**src/rtl/multicycle_controller.sv**
```systemverilog
// multicycle_controller: RV32I multi-cycle FSM over a shared memory port, with retire counter and wait timeout.
// Define MULTICYCLE_CTRL_TRAP_EN to trap on unknown opcodes or invalid R-type ops (adds the illegal output).
module multicycle_controller #(
    parameter int RET_CNT_W    = 32,
    parameter int MEM_WAIT_MAX = 0
) (
    input  logic                 clk,
    input  logic                 rst,
    input  logic [6:0]           op,
    input  logic [2:0]           f3,
    input  logic [6:0]           f7,
    input  logic                 zero,
    input  logic                 sign_bit,
    input  logic                 mem_ready,
    output logic                 mem_req,
    output logic                 mem_we,
    output logic                 adr_sel,
    output logic                 ir_we,
    output logic                 old_pc_we,
    output logic                 pc_we,
    output logic [1:0]           pc_src,
    output logic                 reg_we,
    output logic [1:0]           alu_src_a,
    output logic [1:0]           alu_src_b,
    output logic [2:0]           alu_op,
    output logic [2:0]           imm_sel,
    output logic [1:0]           result_sel,
`ifdef MULTICYCLE_CTRL_TRAP_EN
    output logic                 illegal,
`endif
    output logic [RET_CNT_W-1:0] instret,
    output logic                 bus_err
);
    localparam logic [3:0] S_FETCH = 4'd0, S_DECODE = 4'd1, S_MEM_ADDR = 4'd2, S_MEM_READ = 4'd3,
                           S_MEM_WB = 4'd4, S_MEM_WRITE = 4'd5, S_EXEC_R = 4'd6, S_EXEC_I = 4'd7,
                           S_ALU_WB = 4'd8, S_BRANCH = 4'd9, S_JAL = 4'd10, S_JALR = 4'd11,
                           S_LUI = 4'd12, S_TRAP = 4'd13, S_OFF = 4'd15;
    localparam logic [6:0] OP_LOAD = 7'b0000011, OP_STORE = 7'b0100011, OP_R = 7'b0110011,
                           OP_I = 7'b0010011, OP_BR = 7'b1100011, OP_JAL = 7'b1101111,
                           OP_JALR = 7'b1100111, OP_LUI = 7'b0110111;
`ifdef MULTICYCLE_CTRL_TRAP_EN
    localparam logic [3:0] S_ILL = S_TRAP;
`else
    localparam logic [3:0] S_ILL = S_FETCH;
`endif
    logic [3:0]           r_state, w_next, w_state, w_dec_next, w_r_next;
    logic [31:0]          r_wait;
    logic [RET_CNT_W-1:0] r_instret;
    logic                 r_bus_err, w_wait, w_timeout, w_taken;
    logic [2:0]           w_i_alu, w_r_alu, w_imm_dec;

    // While reset is asserted the outputs decode from an idle encoding, so mem_req drops at once
    assign w_state   = rst ? r_state : S_OFF;
    assign w_i_alu   = f3 == 3'b000 ? 3'b000 : f3 == 3'b111 ? 3'b010 : f3 == 3'b110 ? 3'b011 :
                       f3 == 3'b010 ? 3'b100 : 3'b111;
    assign w_r_alu   = f7 == 7'b0000000 ? w_i_alu : (f7 == 7'b0100000 && f3 == 3'b000) ? 3'b001 : 3'b111;
    assign w_taken   = (f3 == 3'b000 && zero) || (f3 == 3'b001 && !zero) ||
                       (f3 == 3'b100 && sign_bit) || (f3 == 3'b101 && !sign_bit);
    assign w_imm_dec = op == OP_STORE ? 3'b001 : op == OP_BR ? 3'b010 : op == OP_JAL ? 3'b011 :
                       op == OP_LUI ? 3'b100 : 3'b000;
    assign w_dec_next = (op == OP_LOAD || op == OP_STORE) ? S_MEM_ADDR : op == OP_R ? S_EXEC_R :
                        op == OP_I ? S_EXEC_I : op == OP_BR ? S_BRANCH : op == OP_JAL ? S_JAL :
                        op == OP_JALR ? S_JALR : op == OP_LUI ? S_LUI : S_ILL;
`ifdef MULTICYCLE_CTRL_TRAP_EN
    assign w_r_next  = w_r_alu == 3'b111 ? S_TRAP : S_ALU_WB;
    assign illegal   = w_state == S_TRAP;
`else
    assign w_r_next  = S_ALU_WB;
`endif
    assign w_wait    = mem_req && !mem_ready;
    assign w_timeout = (MEM_WAIT_MAX > 0) && w_wait && r_wait == 32'(MEM_WAIT_MAX - 1);

    always_comb begin
        mem_req = 1'b0; mem_we = 1'b0; adr_sel = 1'b0; ir_we = 1'b0; old_pc_we = 1'b0; pc_we = 1'b0;
        pc_src = 2'b00; reg_we = 1'b0; alu_src_a = 2'b00; alu_src_b = 2'b00; alu_op = 3'b000;
        imm_sel = 3'b000; result_sel = 2'b00;
        case (w_state)
            S_FETCH: begin
                mem_req = 1'b1;
                ir_we = mem_ready; old_pc_we = mem_ready; pc_we = mem_ready;
                alu_src_b = mem_ready ? 2'b10 : 2'b00;
            end
            S_DECODE: begin alu_src_a = 2'b01; alu_src_b = 2'b01; imm_sel = w_imm_dec; end
            S_MEM_ADDR: begin
                alu_src_a = 2'b10; alu_src_b = 2'b01;
                imm_sel = op == OP_STORE ? 3'b001 : 3'b000;
            end
            S_MEM_READ: begin mem_req = 1'b1; adr_sel = 1'b1; end
            S_MEM_WB: begin reg_we = 1'b1; result_sel = 2'b01; end
            S_MEM_WRITE: begin mem_req = 1'b1; mem_we = 1'b1; adr_sel = 1'b1; end
            S_EXEC_R: begin alu_src_a = 2'b10; alu_op = w_r_alu; end
            S_EXEC_I: begin alu_src_a = 2'b10; alu_src_b = 2'b01; alu_op = w_i_alu; end
            S_ALU_WB: reg_we = 1'b1;
            S_BRANCH: begin
                alu_src_a = 2'b10; alu_op = 3'b001;
                pc_we = w_taken; pc_src = w_taken ? 2'b01 : 2'b00;
            end
            S_JAL: begin pc_we = 1'b1; pc_src = 2'b01; reg_we = 1'b1; result_sel = 2'b11; end
            S_JALR: begin
                alu_src_a = 2'b10; alu_src_b = 2'b01;
                pc_we = 1'b1; reg_we = 1'b1; result_sel = 2'b11;
            end
            S_LUI: begin
                alu_src_a = 2'b11; alu_src_b = 2'b01; imm_sel = 3'b100;
                reg_we = 1'b1; result_sel = 2'b10;
            end
            default: ;
        endcase
    end

    always_comb begin
        w_next = S_FETCH;
        case (r_state)
            S_FETCH:     w_next = mem_ready ? S_DECODE : S_FETCH;
            S_DECODE:    w_next = w_dec_next;
            S_MEM_ADDR:  w_next = op == OP_LOAD ? S_MEM_READ : S_MEM_WRITE;
            S_MEM_READ:  w_next = mem_ready ? S_MEM_WB : S_MEM_READ;
            S_MEM_WRITE: w_next = mem_ready ? S_FETCH : S_MEM_WRITE;
            S_EXEC_R:    w_next = w_r_next;
            S_EXEC_I:    w_next = S_ALU_WB;
            S_TRAP:      w_next = S_TRAP;
            default:     w_next = S_FETCH;
        endcase
        if (w_timeout) w_next = S_FETCH;
    end

    always_ff @(posedge clk or negedge rst) begin
        if (!rst) begin
            r_state   <= S_FETCH;
            r_wait    <= '0;
            r_instret <= '0;
            r_bus_err <= 1'b0;
        end else begin
            r_state <= w_next;
            r_wait  <= (w_wait && !w_timeout) ? r_wait + 32'd1 : '0;
            if (r_state != S_FETCH && w_next == S_FETCH && !w_timeout) r_instret <= r_instret + 1'b1;
            if (w_timeout) r_bus_err <= 1'b1;
        end
    end

    assign instret = r_instret;
    assign bus_err = r_bus_err;
endmodule
```
**config.mk**
```make
export PLATFORM = sky130hd
export DESIGN_NAME = multicycle_controller
export DESIGN_NICKNAME = d
export VERILOG_FILES = /design/src/rtl/multicycle_controller.sv
export SDC_FILE = /design/constraint.sdc
export NUM_CORES = 1
export LEC_CHECK = 0
export BUFFER_PORTS_ARGS = -buffer_cell sky130_fd_sc_hd__buf_2
export CORE_UTILIZATION = 50
export DETAILED_ROUTE_END_ITERATION = 8
export GPL_TIMING_DRIVEN = 0
export PLACE_DENSITY = 0.82
export SYNTH_ARGS = -nofsm -noshare
export SYNTH_HDL_FRONTEND = slang
export SYNTH_SLANG_ARGS = --single-unit
```
**constraint.sdc**
```tcl
create_clock -name clk -period 7.1 [get_ports clk]
set_clock_uncertainty 0.15 [all_clocks]
set_input_delay 0.355 -clock clk [delete_from_list [all_inputs] [get_ports clk]]
set_output_delay 0.355 -clock clk [all_outputs]
set_load 0.03 [all_outputs]
```
**Word-level counts from Yosys, hierarchy flattened**

Cells that the tools add are included.

- Flip-flop bits (word level): 36
- Input port bits: 22
- Word-level logic and storage cells: 100

- $add $sub $neg: 1
- Equal/unequal tests: 34
- Multiplexer cells: 38
- Reductions and logical operators: 25

Operator list:

| operator | count |
|---|---|
| $mux W3 | 12 |
| $add A32 B1 Y32 const B | 1 |
| $mux W4 | 8 |
| $eq A4 B3 Y1 const B | 7 |
| $eq A7 B6 Y1 const B | 4 |
| $pmux W4 S7 | 1 |
| $eq A4 B4 Y1 const B | 6 |
| $eq A7 B7 Y1 const B | 3 |
| $pmux W3 S3 | 2 |
| $eq A4 B2 Y1 const B | 4 |
| $reduce_or A5 Y1 | 3 |
| $eq A3 B3 Y1 const B | 4 |
| $logic_not A4 Y1 | 3 |
| $pmux W2 S3 | 2 |
| $eq A4 B1 Y1 const B | 2 |
| $mux W1 | 8 |
| $eq A7 B2 Y1 const B | 1 |
| $eq A7 B5 Y1 const B | 1 |
| $logic_not A7 Y1 | 1 |
| $logic_and A1 B1 Y1 | 6 |
| $reduce_or A2 Y1 | 3 |
| $logic_or A1 B1 Y1 | 4 |
| $mux W2 | 2 |
| $pmux W2 S2 | 1 |
| other kinds (8) | 9 |

**Depth between registers and ports, before layout**

- Depth in word-level cells: 11
- Mapped depth: 10

**Least setup slack after synthesis**

OpenSTA, ideal clock, no wires.

- Path type: register to output
- From: register r_state[1]
- To: output port imm_sel[1]
- Arrival time: 2.260 ns
- Data required time: 6.595 ns
- Path slack: 4.335 ns
- Stages on the path, launching flop included: 4
- Cells stage by stage: dfrtp_1 clkbuf_1 or4b_2 nor4_1

- Cells in the longest elaborated chain, start to end: 3
- Elaborated cells between the ends (all ways): 5

Ends and longest elaborated chain:

| what | line | RTL |
|---|---|---|
| start: declaration | 46 | `logic [3:0] r_state, w_next, w_state, w_dec_next, w_r_next;` |
| start signal: assignment | 134 | `r_state <= w_next;` |
| $mux W4 * | 53 | `assign w_state = rst ? r_state : S_OFF;` |
| $eq A4 B4 Y1 (tied with other cells) | 77 | `case (w_state)` |
| $pmux W3 S3 * | 77 |  |
| end: declaration | 26 | `output logic [2:0] imm_sel,` |

Every way passes the cells marked *; elsewhere a longest branch is shown, timed or not.

**Worst setup path in the final report**

- From: register r_state[3]
- To: register r_instret[3], in the netlist instret[3]

- Cells in the longest elaborated chain, start to end: 5
- Elaborated cells between the ends (all ways): 13

Ends and longest elaborated chain:

| what | line | RTL |
|---|---|---|
| $eq A4 B3 Y1 | 113 | `case (r_state)` |
| $reduce_or A2 Y1 (no source line) | -- |  |
| $pmux W4 S7 * | 113 |  |
| via w_next[2] | 46 |  |
| $logic_not A4 Y1 * | 136 | `if (r_state != S_FETCH && w_next == S_FETCH && !w_timeout) r_instret <= r_instret + 1'b1;` |
| $logic_and A1 B1 Y1 * | 136 |  |
| end signal: assignment | 136 |  |
| end: declaration | 48 | `logic [RET_CNT_W-1:0] r_instret;` |

The timed path passes the listed nets; every way through them passes the cells marked *.
A chain may end at the register's enable or synchronous reset.

==> flow_summary.yaml <==
run_status:
  result_of_the_run: "finished clean"
global_routing:
  grt.overflow.total: 0
  grt_antenna_before_repair: 0
  grt_pass1_vias: 2186
  grt_use_total_pct: 23.79
  grt_start_max_net_pins: 39
  global_route_wire_length_before_repair_mm: 10.05
clock_tree:
  cts_inserted_buffers: 5
  cts_resized: 0
  hold_buffers: 0
  tritoncts: "built"
  post-cts-setup-buffers: 0
  clk_pin_slew_worst_paths_ns: 0.07
  cts-root-buf: "clkbuf_8"
  clk_path_buf_depth: 2
  cts.htree.levels: 2
  clock_sinks: 36
  clk-insertion-delay-late_ns: 0.29
synthesis:
  ys_top_cells_by_count: "dfrtp_1 (36), nand2_1 (24), nor2_1 (18), xor2_1 (18), nand4_1 (16)"
  post_synth_fa_ha_maj_area_fraction_pct: 0.4826
  synth_warnings: 0
  synth.cell_area_um2: 2592
  netlist.top_cell.by_area: "dfrtp_1"
  post_synth_inst_count: 288
  synth_mux_area_share_pct: 2.075
  post_synth_main_area_contributors: "dfrtp_1 (35%), xor2_1 (6.1%), xnor2_1 (5.1%), nand4_1 (3.9%), nor3_2 (3.9%)"
  post-synth-top-area-fraction_pct: 34.75
  synth_top_family_by_area: "simple AND/OR/NAND/NOR gates"
  synth_compound_area_share_pct: 9.749
  synth_enable_flop_cells: 0
  postSynthAreaPerCell_um2: 9.002
  synth_simple_gate_area_share_pct: 36.25
  synthMostInstantiatedCell: "dfrtp_1"
  yosys_register_bits: 36
  ys_async_sr_fraction_pct: 100.0
  seq_area_frac_synth_pct: 34.75
  yosysUniqueCellTypes: 61
  yosys.area_share.xor_xnor_pct: 11.15
  ys.flop_type: "dfrtp_1"
drt:
  post_drt_via_cell_ratio: 5.639
  detail-route-antenna-nets: 0
  dr_total_vias: 2453
  detailedRoute.firstPassIterationCount: 4
  first_iter_violations: 158
  detail_route.wirelength_mm: 6.160
  drc: 0
  wirelength_per_cell_um: 14.16
timing:
  setup_tns_ns: 0
  finalHoldViolCount: 0
  max_freq_ghz: 0.3347
  fin_worst_hold_slack_ns: 0.004940
  timing.final.crit_share_pct: 42.08
  timing.slew.headroom_pct: 45.28
  final_worst_setup_slack_ns: 4.113
  tightestPinTransition_ns: 0.8209
  final.min_clock_period_ns: 2.987
  rsz0062_at_grt: "no"
  timing.final.setup_violations: 0
  timing.final.max_slew_violations: 0
placed_design:
  dp_hpwl_mm: 4.622
  numPortBuffers: 71
  gp_routability_congestion: 0.8844
  numPlacedInstances: 427
  pre_cts_slack_ns: 4.221
hold_path:
  hold_path_class: "in -> async"
setup_path:
  critPathArrivalTime_ns: 3.00
  timing.critical_path.to_type: "flop"
  worstSetupStartpointType: "flop"
  worstPathMaxFanout: 10
  critPathRequiredTime_ns: 7.11
  critPathKind: "reg -> reg"
layout:
  area_delta_synth_final_pct: 20.56
  filler_cell_count: 411
  fin_nets: 390
  layout-drive-gt1-share_pct: 29.89
  stdcell_count: 435
  n_antenna_cell: 0
floorplan:
  initial_core_util_pct: 53.47
  ios: 76
  fp.coreArea_um2: 4848
  floorplan.die_area_um2: 5477
  die_w_um: 74.01
  row_count: 25
  chipHeight_um: 74.01
power_and_ir_drop:
  vdd_drop_max_v: 0.0002277
  power_density_nw_per_um2: 175.9
  static_power_due_to_leakage_nw: 1.527
flow_run:
  maxCapViolations: 0
layout make-up:
class	count	area [µm²]	share of cell area (%)
multi-input cells	227	1555	49.76
flip-flops and latches	36	900.9	28.82
repair buffers	71	355.3	11.37
plain buffers	18	110.1	3.523
clock buffers	8	90.09	2.882
well taps	67	83.83	2.682
inverters	8	30.03	0.9608
worst max-delay path, stage by stage, from the launching register on:
cell	delay (ns)
dfrtp_1	0.36
clkbuf_1	0.20
nor4b_1	0.51
nand2_1	0.21
o221ai_1	0.54
nand2b_1	0.18
clkbuf_2	0.23
buf_4	0.25
nor3_2	0.07
xor2_1	0.15
flip-flops by register name, summed over array words and instances, names as in the netlist:
name     count
instret     32
r_state      4
layout by cell type, fill, tap and decap left out, drive strengths merged, types with 2 or more instances in the layout:
cell	instances
a21oi	8
a32o	2
and2	7
and3	11
and3b	4
and4	2
buf	80
clkbuf	17
conb	2
dfrtp	36
inv	8
mux2	3
mux2i	2
nand2	24
nand2b	4
nand3	14
nand4	16
nor2	18
nor2b	5
nor3	21
nor3b	4
nor4	10
nor4b	4
o21ai	7
o21bai	2
or3	3
xnor2	15
xor2	18
through the flow:
step	instance area (µm²)	utilization (%)	total power [mW]
floorplan	2596	-	0.3534
global placement	3035	62.61	0.3977
detailed placement	3035	62.61	0.4038
CTS	3126	64.46	0.5526
global route	3126	64.46	0.5786
finish	3126	64.46	0.5498
worst paths after layout:
kind                                   from           to  slack (ns)  depth (start not counted)
worst max-delay path             r_state[3]   instret[3]        4.11                          9
worst min-delay path                    rst  instret[12]       0.005                          1
worst max register to register   r_state[3]   instret[3]        4.11                          9
worst min register to register  instret[31]  instret[31]        0.33                          1
max in group asynchronous               rst  instret[31]        6.27                          1
min in group clk                      op[6]   r_state[0]        0.33                          4
report_power, final:
part,leakage (nW),switching (mW),internal (mW),total (mW)
combinational,0.995,0.105,0.0529,0.157
sequential,0.487,0.0213,0.221,0.243
clock,0.0455,0.0705,0.0791,0.150
kinds of logic (layout without fill, tap and decap cells):
group | after synthesis | after routing
fa+ha+maj | 1 | 1
flops | 36 | 36
compound gates | 35 | 35
buf+inv | 26 | 105
mux | 5 | 5
other cells | 1 | 2
xor+xnor | 33 | 33
simple gates | 151 | 151
layer usage:
layer | up-vias | share of wire [%] | track usage (%)
met5 | - | 0 | 0
met4 | 0 | 1.3 | 7.051
met3 | 9 | 4.4 | 4.607
met2 | 76 | 49 | 38.89
met1 | 1169 | 46 | 32.17
li1 | 1199 | - | -
(Power assumes the default switching activity.)
